[src/rtl/alib_points_fifo_arbiter.sv]
// Purpose : packet-locked round-robin arbiter that feeds one 3D-point FIFO write port from NUM_REQ producers.
// Latency : one arbitration bubble cycle per grant; while locked, the owner's point passes combinationally to the FIFO.
// Backpr. : fifo_full drops req_ready and fifo_wr_en; the grant and its burst count hold until the FIFO has room.
//
// Ports   : clk, rst (async, active-low)
//           req_valid/req_last/req_ready  per-requester handshake; req_x/y/z are 16-bit slices, requester i at [16i+15:16i]
//           fifo_full in; fifo_wr_en, fifo_x/y/z_out drive the FIFO write port (zero when not locked)
//           grant_id (meaningful while busy), busy (1 while locked)
//           stat_clear, stat_count  per-requester transfer counters, slice i at [16i+15:16i]
// Build   : define ALIB_POINTS_ARB_STATS_EN to build saturating 16-bit transfer counters;
//           without it stat_count reads 0 and stat_clear is ignored (same port list).
module alib_points_fifo_arbiter #(
  parameter int NUM_REQ   = 4,
  parameter int MAX_BURST = 64
) (
  input  logic                    clk,
  input  logic                    rst,
  input  logic [NUM_REQ-1:0]      req_valid,
  input  logic [NUM_REQ-1:0]      req_last,
  input  logic [16*NUM_REQ-1:0]   req_x,
  input  logic [16*NUM_REQ-1:0]   req_y,
  input  logic [16*NUM_REQ-1:0]   req_z,
  output logic [NUM_REQ-1:0]      req_ready,
  input  logic                    fifo_full,
  output logic                    fifo_wr_en,
  output logic [15:0]             fifo_x_out,
  output logic [15:0]             fifo_y_out,
  output logic [15:0]             fifo_z_out,
  output logic [2:0]              grant_id,
  output logic                    busy,
  input  logic                    stat_clear,
  output logic [16*NUM_REQ-1:0]   stat_count
);

  localparam logic [0:0] ST_IDLE   = 1'b0;
  localparam logic [0:0] ST_LOCKED = 1'b1;

  logic [0:0]  state_q, state_d;
  logic [2:0]  rr_ptr_q, rr_ptr_d;
  logic [2:0]  grant_id_q, grant_id_d;
  logic [15:0] burst_cnt_q, burst_cnt_d;

  logic        locked;
  logic        sel_valid;
  logic        sel_last;
  logic [15:0] sel_x, sel_y, sel_z;
  logic        xfer;
  logic        burst_end;
  logic        grant_done;

  logic        found;
  logic [2:0]  winner;
  logic [3:0]  scan_idx;

  assign locked = (state_q == ST_LOCKED);

  // Owner's lane, selected with constant slice indices so widths stay exact.
  always_comb begin
    sel_valid = 1'b0;
    sel_last  = 1'b0;
    sel_x     = '0;
    sel_y     = '0;
    sel_z     = '0;
    for (int i = 0; i < NUM_REQ; i++) begin
      if (grant_id_q == 3'(i)) begin
        sel_valid = req_valid[i];
        sel_last  = req_last[i];
        sel_x     = req_x[16*i +: 16];
        sel_y     = req_y[16*i +: 16];
        sel_z     = req_z[16*i +: 16];
      end
    end
  end

  assign xfer       = locked & sel_valid & ~fifo_full;
  assign burst_end  = ((burst_cnt_q + 16'd1) == 16'(MAX_BURST));
  assign grant_done = xfer & (sel_last | burst_end);

  // Round-robin scan: candidate k is (rr_ptr + k) mod NUM_REQ; the first valid candidate wins.
  // The 4-bit sum covers rr_ptr + k < 2*NUM_REQ <= 16.
  always_comb begin
    found    = 1'b0;
    winner   = '0;
    scan_idx = '0;
    for (int k = 0; k < NUM_REQ; k++) begin
      scan_idx = {1'b0, rr_ptr_q} + 4'(k);
      if (scan_idx >= 4'(NUM_REQ)) begin
        scan_idx = scan_idx - 4'(NUM_REQ);
      end
      for (int i = 0; i < NUM_REQ; i++) begin
        if (!found && req_valid[i] && (scan_idx == 4'(i))) begin
          found  = 1'b1;
          winner = 3'(i);
        end
      end
    end
  end

  always_comb begin
    state_d     = state_q;
    rr_ptr_d    = rr_ptr_q;
    grant_id_d  = grant_id_q;
    burst_cnt_d = burst_cnt_q;
    if (state_q == ST_IDLE) begin
      if (found) begin
        state_d     = ST_LOCKED;
        grant_id_d  = winner;
        burst_cnt_d = '0;
      end
    end else begin
      if (xfer) begin
        burst_cnt_d = burst_cnt_q + 16'd1;
      end
      // Only a transfer can end a grant; an idle or stalled owner keeps it.
      if (grant_done) begin
        state_d  = ST_IDLE;
        rr_ptr_d = (grant_id_q == 3'(NUM_REQ - 1)) ? 3'd0 : grant_id_q + 3'd1;
      end
    end
  end

  always_ff @(posedge clk or negedge rst) begin
    if (!rst) begin
      state_q     <= ST_IDLE;
      rr_ptr_q    <= '0;
      grant_id_q  <= '0;
      burst_cnt_q <= '0;
    end else begin
      state_q     <= state_d;
      rr_ptr_q    <= rr_ptr_d;
      grant_id_q  <= grant_id_d;
      burst_cnt_q <= burst_cnt_d;
    end
  end

  always_comb begin
    req_ready = '0;
    for (int i = 0; i < NUM_REQ; i++) begin
      req_ready[i] = locked & (grant_id_q == 3'(i)) & ~fifo_full;
    end
  end

  assign fifo_wr_en = xfer;
  assign fifo_x_out = locked ? sel_x : 16'd0;
  assign fifo_y_out = locked ? sel_y : 16'd0;
  assign fifo_z_out = locked ? sel_z : 16'd0;
  assign grant_id   = grant_id_q;
  assign busy       = locked;

`ifdef ALIB_POINTS_ARB_STATS_EN
  logic [15:0] stat_q [NUM_REQ];
  logic [15:0] stat_d [NUM_REQ];

  // Clear takes priority over a same-cycle increment; counters stick at all-ones.
  always_comb begin
    for (int i = 0; i < NUM_REQ; i++) begin
      stat_d[i] = stat_q[i];
      if (stat_clear) begin
        stat_d[i] = '0;
      end else if (xfer && (grant_id_q == 3'(i)) && (stat_q[i] != 16'hFFFF)) begin
        stat_d[i] = stat_q[i] + 16'd1;
      end
    end
  end

  always_ff @(posedge clk or negedge rst) begin
    if (!rst) begin
      for (int i = 0; i < NUM_REQ; i++) begin
        stat_q[i] <= '0;
      end
    end else begin
      for (int i = 0; i < NUM_REQ; i++) begin
        stat_q[i] <= stat_d[i];
      end
    end
  end

  always_comb begin
    stat_count = '0;
    for (int i = 0; i < NUM_REQ; i++) begin
      stat_count[16*i +: 16] = stat_q[i];
    end
  end
`else
  logic stat_clear_unused;
  assign stat_clear_unused = stat_clear;
  assign stat_count        = '0;
`endif

endmodule

[config.mk]
export PLATFORM = sky130hd
export DESIGN_NAME = alib_points_fifo_arbiter
export DESIGN_NICKNAME = d
export VERILOG_FILES = /design/src/rtl/alib_points_fifo_arbiter.sv
export SDC_FILE = /design/constraint.sdc
export NUM_CORES = 1
export LEC_CHECK = 0
export ABC_AREA = 0
export CORE_AREA = 2 2 125 127
export CTS_CLUSTER_SIZE = 14
export DETAILED_ROUTE_END_ITERATION = 6
export DIE_AREA = 0 0 127 129
export GPL_TIMING_DRIVEN = 0
export PLACE_DENSITY_LB_ADDON = 0.1
export SLEW_MARGIN = 10
export SYNTH_ARGS = -nofsm -noshare
export SYNTH_HDL_FRONTEND = slang
export SYNTH_SLANG_ARGS = --single-unit
[constraint.sdc]
create_clock -name clk -period 4.3 [get_ports clk]
set_clock_uncertainty 0.15 [all_clocks]
set_input_delay 1.29 -clock clk [delete_from_list [all_inputs] [get_ports clk]]
set_output_delay 1.29 -clock clk [all_outputs]
set_load 0.03 [all_outputs]
==> reports/metrics.yaml <==
outcome:
  status: "completed"
clock_network:
  cts_root_buf: "clkbuf_16"
  clk_latency_ns: 0.26
  htreeDepth: 1
  hold_buffers: 0
  cts.sinks: 21
  cts.clk_slew.worst_paths_ns: 0.06
  tritoncts: "built"
  clk_path_buf_depth: 2
  cts_buffers: 3
worst_setup_path:
  start_kind: "input pin"
  critPathCapture: "fifo_wr_en"
  path_max_fanout: 8
  startpoint: "req_valid[2]"
  reg2reg_depth: 11
  endpoint_kind: "primary output"
  cp_num_cells: 6
  cpMaxStageDelayCell: "clkdlybuf4s50_1"
  required_ns: 2.86
  rr_endpoint: "burst_cnt_q[9]$_DFFE_PN0P_"
  crit_chain: "clkdlybuf4s50_1, inv_1, a221oi_4, o21ai_4, inv_4, clkdlybuf4s15_2"
  crit_buf_inv: 4
  worstSetupPathType: "input pin to primary output"
  worstPathArrival_ns: 2.84
  critPathTopFamily: "buffers and inverters"
  rr_startpoint: "rr_ptr_q[1]$_DFFE_PN0P_"
  rrSetupSlack_ns: 1.55
  cp_slowest_stage_delay_ns: 0.52
power_and_ir_drop:
  irDropWorstVdd_mv: 0.431
  pwr-share-clk_pct: 4.3
  p_sw_uw: 2710
  p_per_area_nw_per_um2: 674
  cellLeakagePower_uw: 0.00310
  p_int_uw: 1920
  combPwrFrac_pct: 88.9
  pwr-share-seq_pct: 6.7
  sw_frac_of_total_pct: 58.6
  finalPower_uw: 4630
floorplan:
  fp.coreArea_um2: 15000
  die_y_um: 129
  die_w_um: 127
  start_util_pct: 24.9
  dieArea_um2: 16400
  num_io_pins: 325
  num_rows: 45
placement:
  dpl_cell_area_um2: 6790
  gp_congestion: 0.925
  dp_hpwl_um: 16100
  port_buffers: 257
  place_ws_ns: -1.01
hold_path:
  hold_path_class: "flip-flop to flip-flop"
grt:
  grt.overflow.total: 0
  grt_pass1_vias: 5071
  grt_max_degree: 22
  grt_pass1_wl_um: 28400
  grt_use_total_pct: 22.0
  antenna_found_initial: 1
yosys:
  ys_ff_latch: 21
  yosysWarningCount: 0
  synth_seq_area_share_pct: 14.1
  yosys.area.top_type: "dfrtp_1"
  synth-edff-count: 0
  synth.cell_area_um2: 3730
  synthCells: 542
  synth_area_leaders: "dfrtp_1, buf_4, a221oi_1"
  ys_types: 59
  synth_top_area_share_pct: 14.1
  async_reset_ff_share_pct: 100
  synth_ff_type: "dfrtp_1"
  syn_avg_cell_area_um2: 6.89
timing:
  setup_viol: 0
  hold_viol: 0
  period_needed_ns: 4.28
  finalMaxSlewViolations: 0
  period_share_pct: 99.5
  grt_setup_unrepaired: "true"
  whs_ns: 0.375
  setup_ws_ns: 0.0200
  clock.fmax_mhz: 234
  worst_pin_slew_ns: 0.986
  relSlewSlack_pct: 34.1
  finalSetupTns_ns: 0
route:
  wire_per_inst_um: 18.4
  wirelength_um: 19400
  met3WireLength_um: 1360
  route.met2.wl_um: 10200
  routed.top_layer: "met4"
  via_count: 5204
  wl_met1_um: 7540
  dr.pass1.iters: 6
  vias_per_cell: 4.93
  drt_iter0_markers: 404
  drtAntennaViolNets: 0
  drcViolationCount: 0
final_layout:
  num-nets-final: 1079
  drive_gt1_share_pct: 15.8
  area_growth_pct: 84.0
  final_cell_area_um2: 6870
flow_run:
  cap_violations: 0
[power by group through the flow]
| stage | Clock [µW] | Combinational [µW] | Sequential, µW |
|---|---|---|---|
| 6_report | 201 | 4120 | 311 |
| 3_5_place_dp | 0 | 4330 | 313 |
| 4_1_cts | 206 | 4150 | 310 |
| 5_1_grt | 214 | 4420 | 319 |
| 2_1_floorplan | 0 | 2670 | 321 |
| 3_3_place_gp | 0 | 4320 | 309 |
[routing by layer]
| metal | track usage, % | up-vias |
|---|---|---|
| met4 | 4.98 | 0 |
| met1 | 26.4 | 2453 |
| li1 | - | 2493 |
| met2 | 40.7 | 233 |
| met5 | 0 | - |
| met3 | 4.24 | 25 |
[per-stage QoR]
step,util (%),instances
6_report,45.9,1056
5_1_grt,45.8,1055
4_1_cts,46.0,1055
3_5_place_dp,45.3,1052
3_3_place_gp,45.3,1052
2_1_floorplan,-,607
[cells by family after synthesis]
family                     count (synthesis)  share of synthesized area (%)
buffers and inverters                    174                           24.9
DFF                                       21                           14.1
and+or+nand+nor                          125                           16.6
muxes                                      2                          0.704
other                                      2                          0.201
adders and majority gates                  7                           2.35
AOI/OAI and AO/OA                        209                           40.8
xor gates and xnor gates                   2                          0.469
[cell usage after synthesis (2+ instances only)]
library cell   n
nand4_1        3
a21oi_1       61
or2_2          2
buf_6          3
conb_1         2
a41oi_1        3
dfrtp_1       21
nand3_1        4
inv_2          2
nor2b_1        3
ha_1           7
nor3_1         2
o21ai_1        4
o21ai_0       13
a211o_1       47
o211ai_1       3
a211oi_1       3
nand2b_1       5
a2111oi_0      2
and3_1         2
nand2_1       67
nor4_1         7
nor3_2         2
nor2_1        11
and2_1         5
a221oi_1      49
buf_1          4
a31oi_1       14
clkbuf_1      35
buf_4         65
buf_2          6
inv_1         57
nand3b_1       2
[what timing repair did]
action / 4_1_cts / 5_1_grt
endpoints found under the setup margin: 51 / 28
setup buffers: 1 / 0
resized for setup: 100 / 26
pin swaps: 0 / 0
[worst min path at each step]
stage / slack, ns / endpoint / cells after the start / startpoint
after floorplan: 0.32 / burst_cnt_q[10]$_DFFE_PN0P_ / 1 / burst_cnt_q[10]$_DFFE_PN0P_
after global placement: 0.36 / burst_cnt_q[10]$_DFFE_PN0P_ / 1 / burst_cnt_q[10]$_DFFE_PN0P_
after detailed placement: 0.36 / burst_cnt_q[10]$_DFFE_PN0P_ / 1 / burst_cnt_q[10]$_DFFE_PN0P_
after CTS: 0.37 / burst_cnt_q[10]$_DFFE_PN0P_ / 1 / burst_cnt_q[10]$_DFFE_PN0P_
after global routing: 0.43 / burst_cnt_q[10]$_DFFE_PN0P_ / 1 / burst_cnt_q[10]$_DFFE_PN0P_
final: 0.38 / burst_cnt_q[10]$_DFFE_PN0P_ / 1 / burst_cnt_q[10]$_DFFE_PN0P_
[flip-flops by register name (all words and copies together), names as in the netlist]
register and cells:
busy 1, rr_ptr_q 2, grant_id 2, burst_cnt_q 16
[cells in the final DEF, fill, tap and decap left out, types with 3 or more instances in the layout]
| master | instances |
|---|---|
| buf_4 | 68 |
| o211ai_1 | 3 |
| o21ai_1 | 3 |
| conb_1 | 67 |
| dfrtp_1 | 21 |
| nor2_1 | 11 |
| nor4_1 | 7 |
| clkdlybuf4s15_1 | 5 |
| clkbuf_1 | 25 |
| a41oi_1 | 3 |
| inv_1 | 57 |
| ha_1 | 6 |
| nand3_1 | 4 |
| o21ai_0 | 13 |
| buf_6 | 3 |
| nand4_1 | 3 |
| buf_2 | 6 |
| a221oi_1 | 48 |
| a31oi_1 | 14 |
| clkbuf_16 | 3 |
| a211o_1 | 47 |
| clkbuf_2 | 20 |
| a211oi_1 | 3 |
| nand2b_1 | 5 |
| dlygate4sd2_1 | 21 |
| a21oi_1 | 61 |
| and2_1 | 5 |
| clkdlybuf4s15_2 | 13 |
| clkdlybuf4s50_1 | 207 |
| nand2_1 | 67 |
[cell type report]
type	instances	area, µm²
Antenna cell	1	2.50
Buffer	112	718
Clock buffer	3	75.1
Clock inverter	1	5.00
Fill cell	1531	8110
Inverter	60	228
Multi-Input combinational cell	412	2560
Sequential cell	21	526
Tap cell	188	235
Timing Repair Buffer	258	2520
Note: power is estimated with default switching activity, not from simulation.
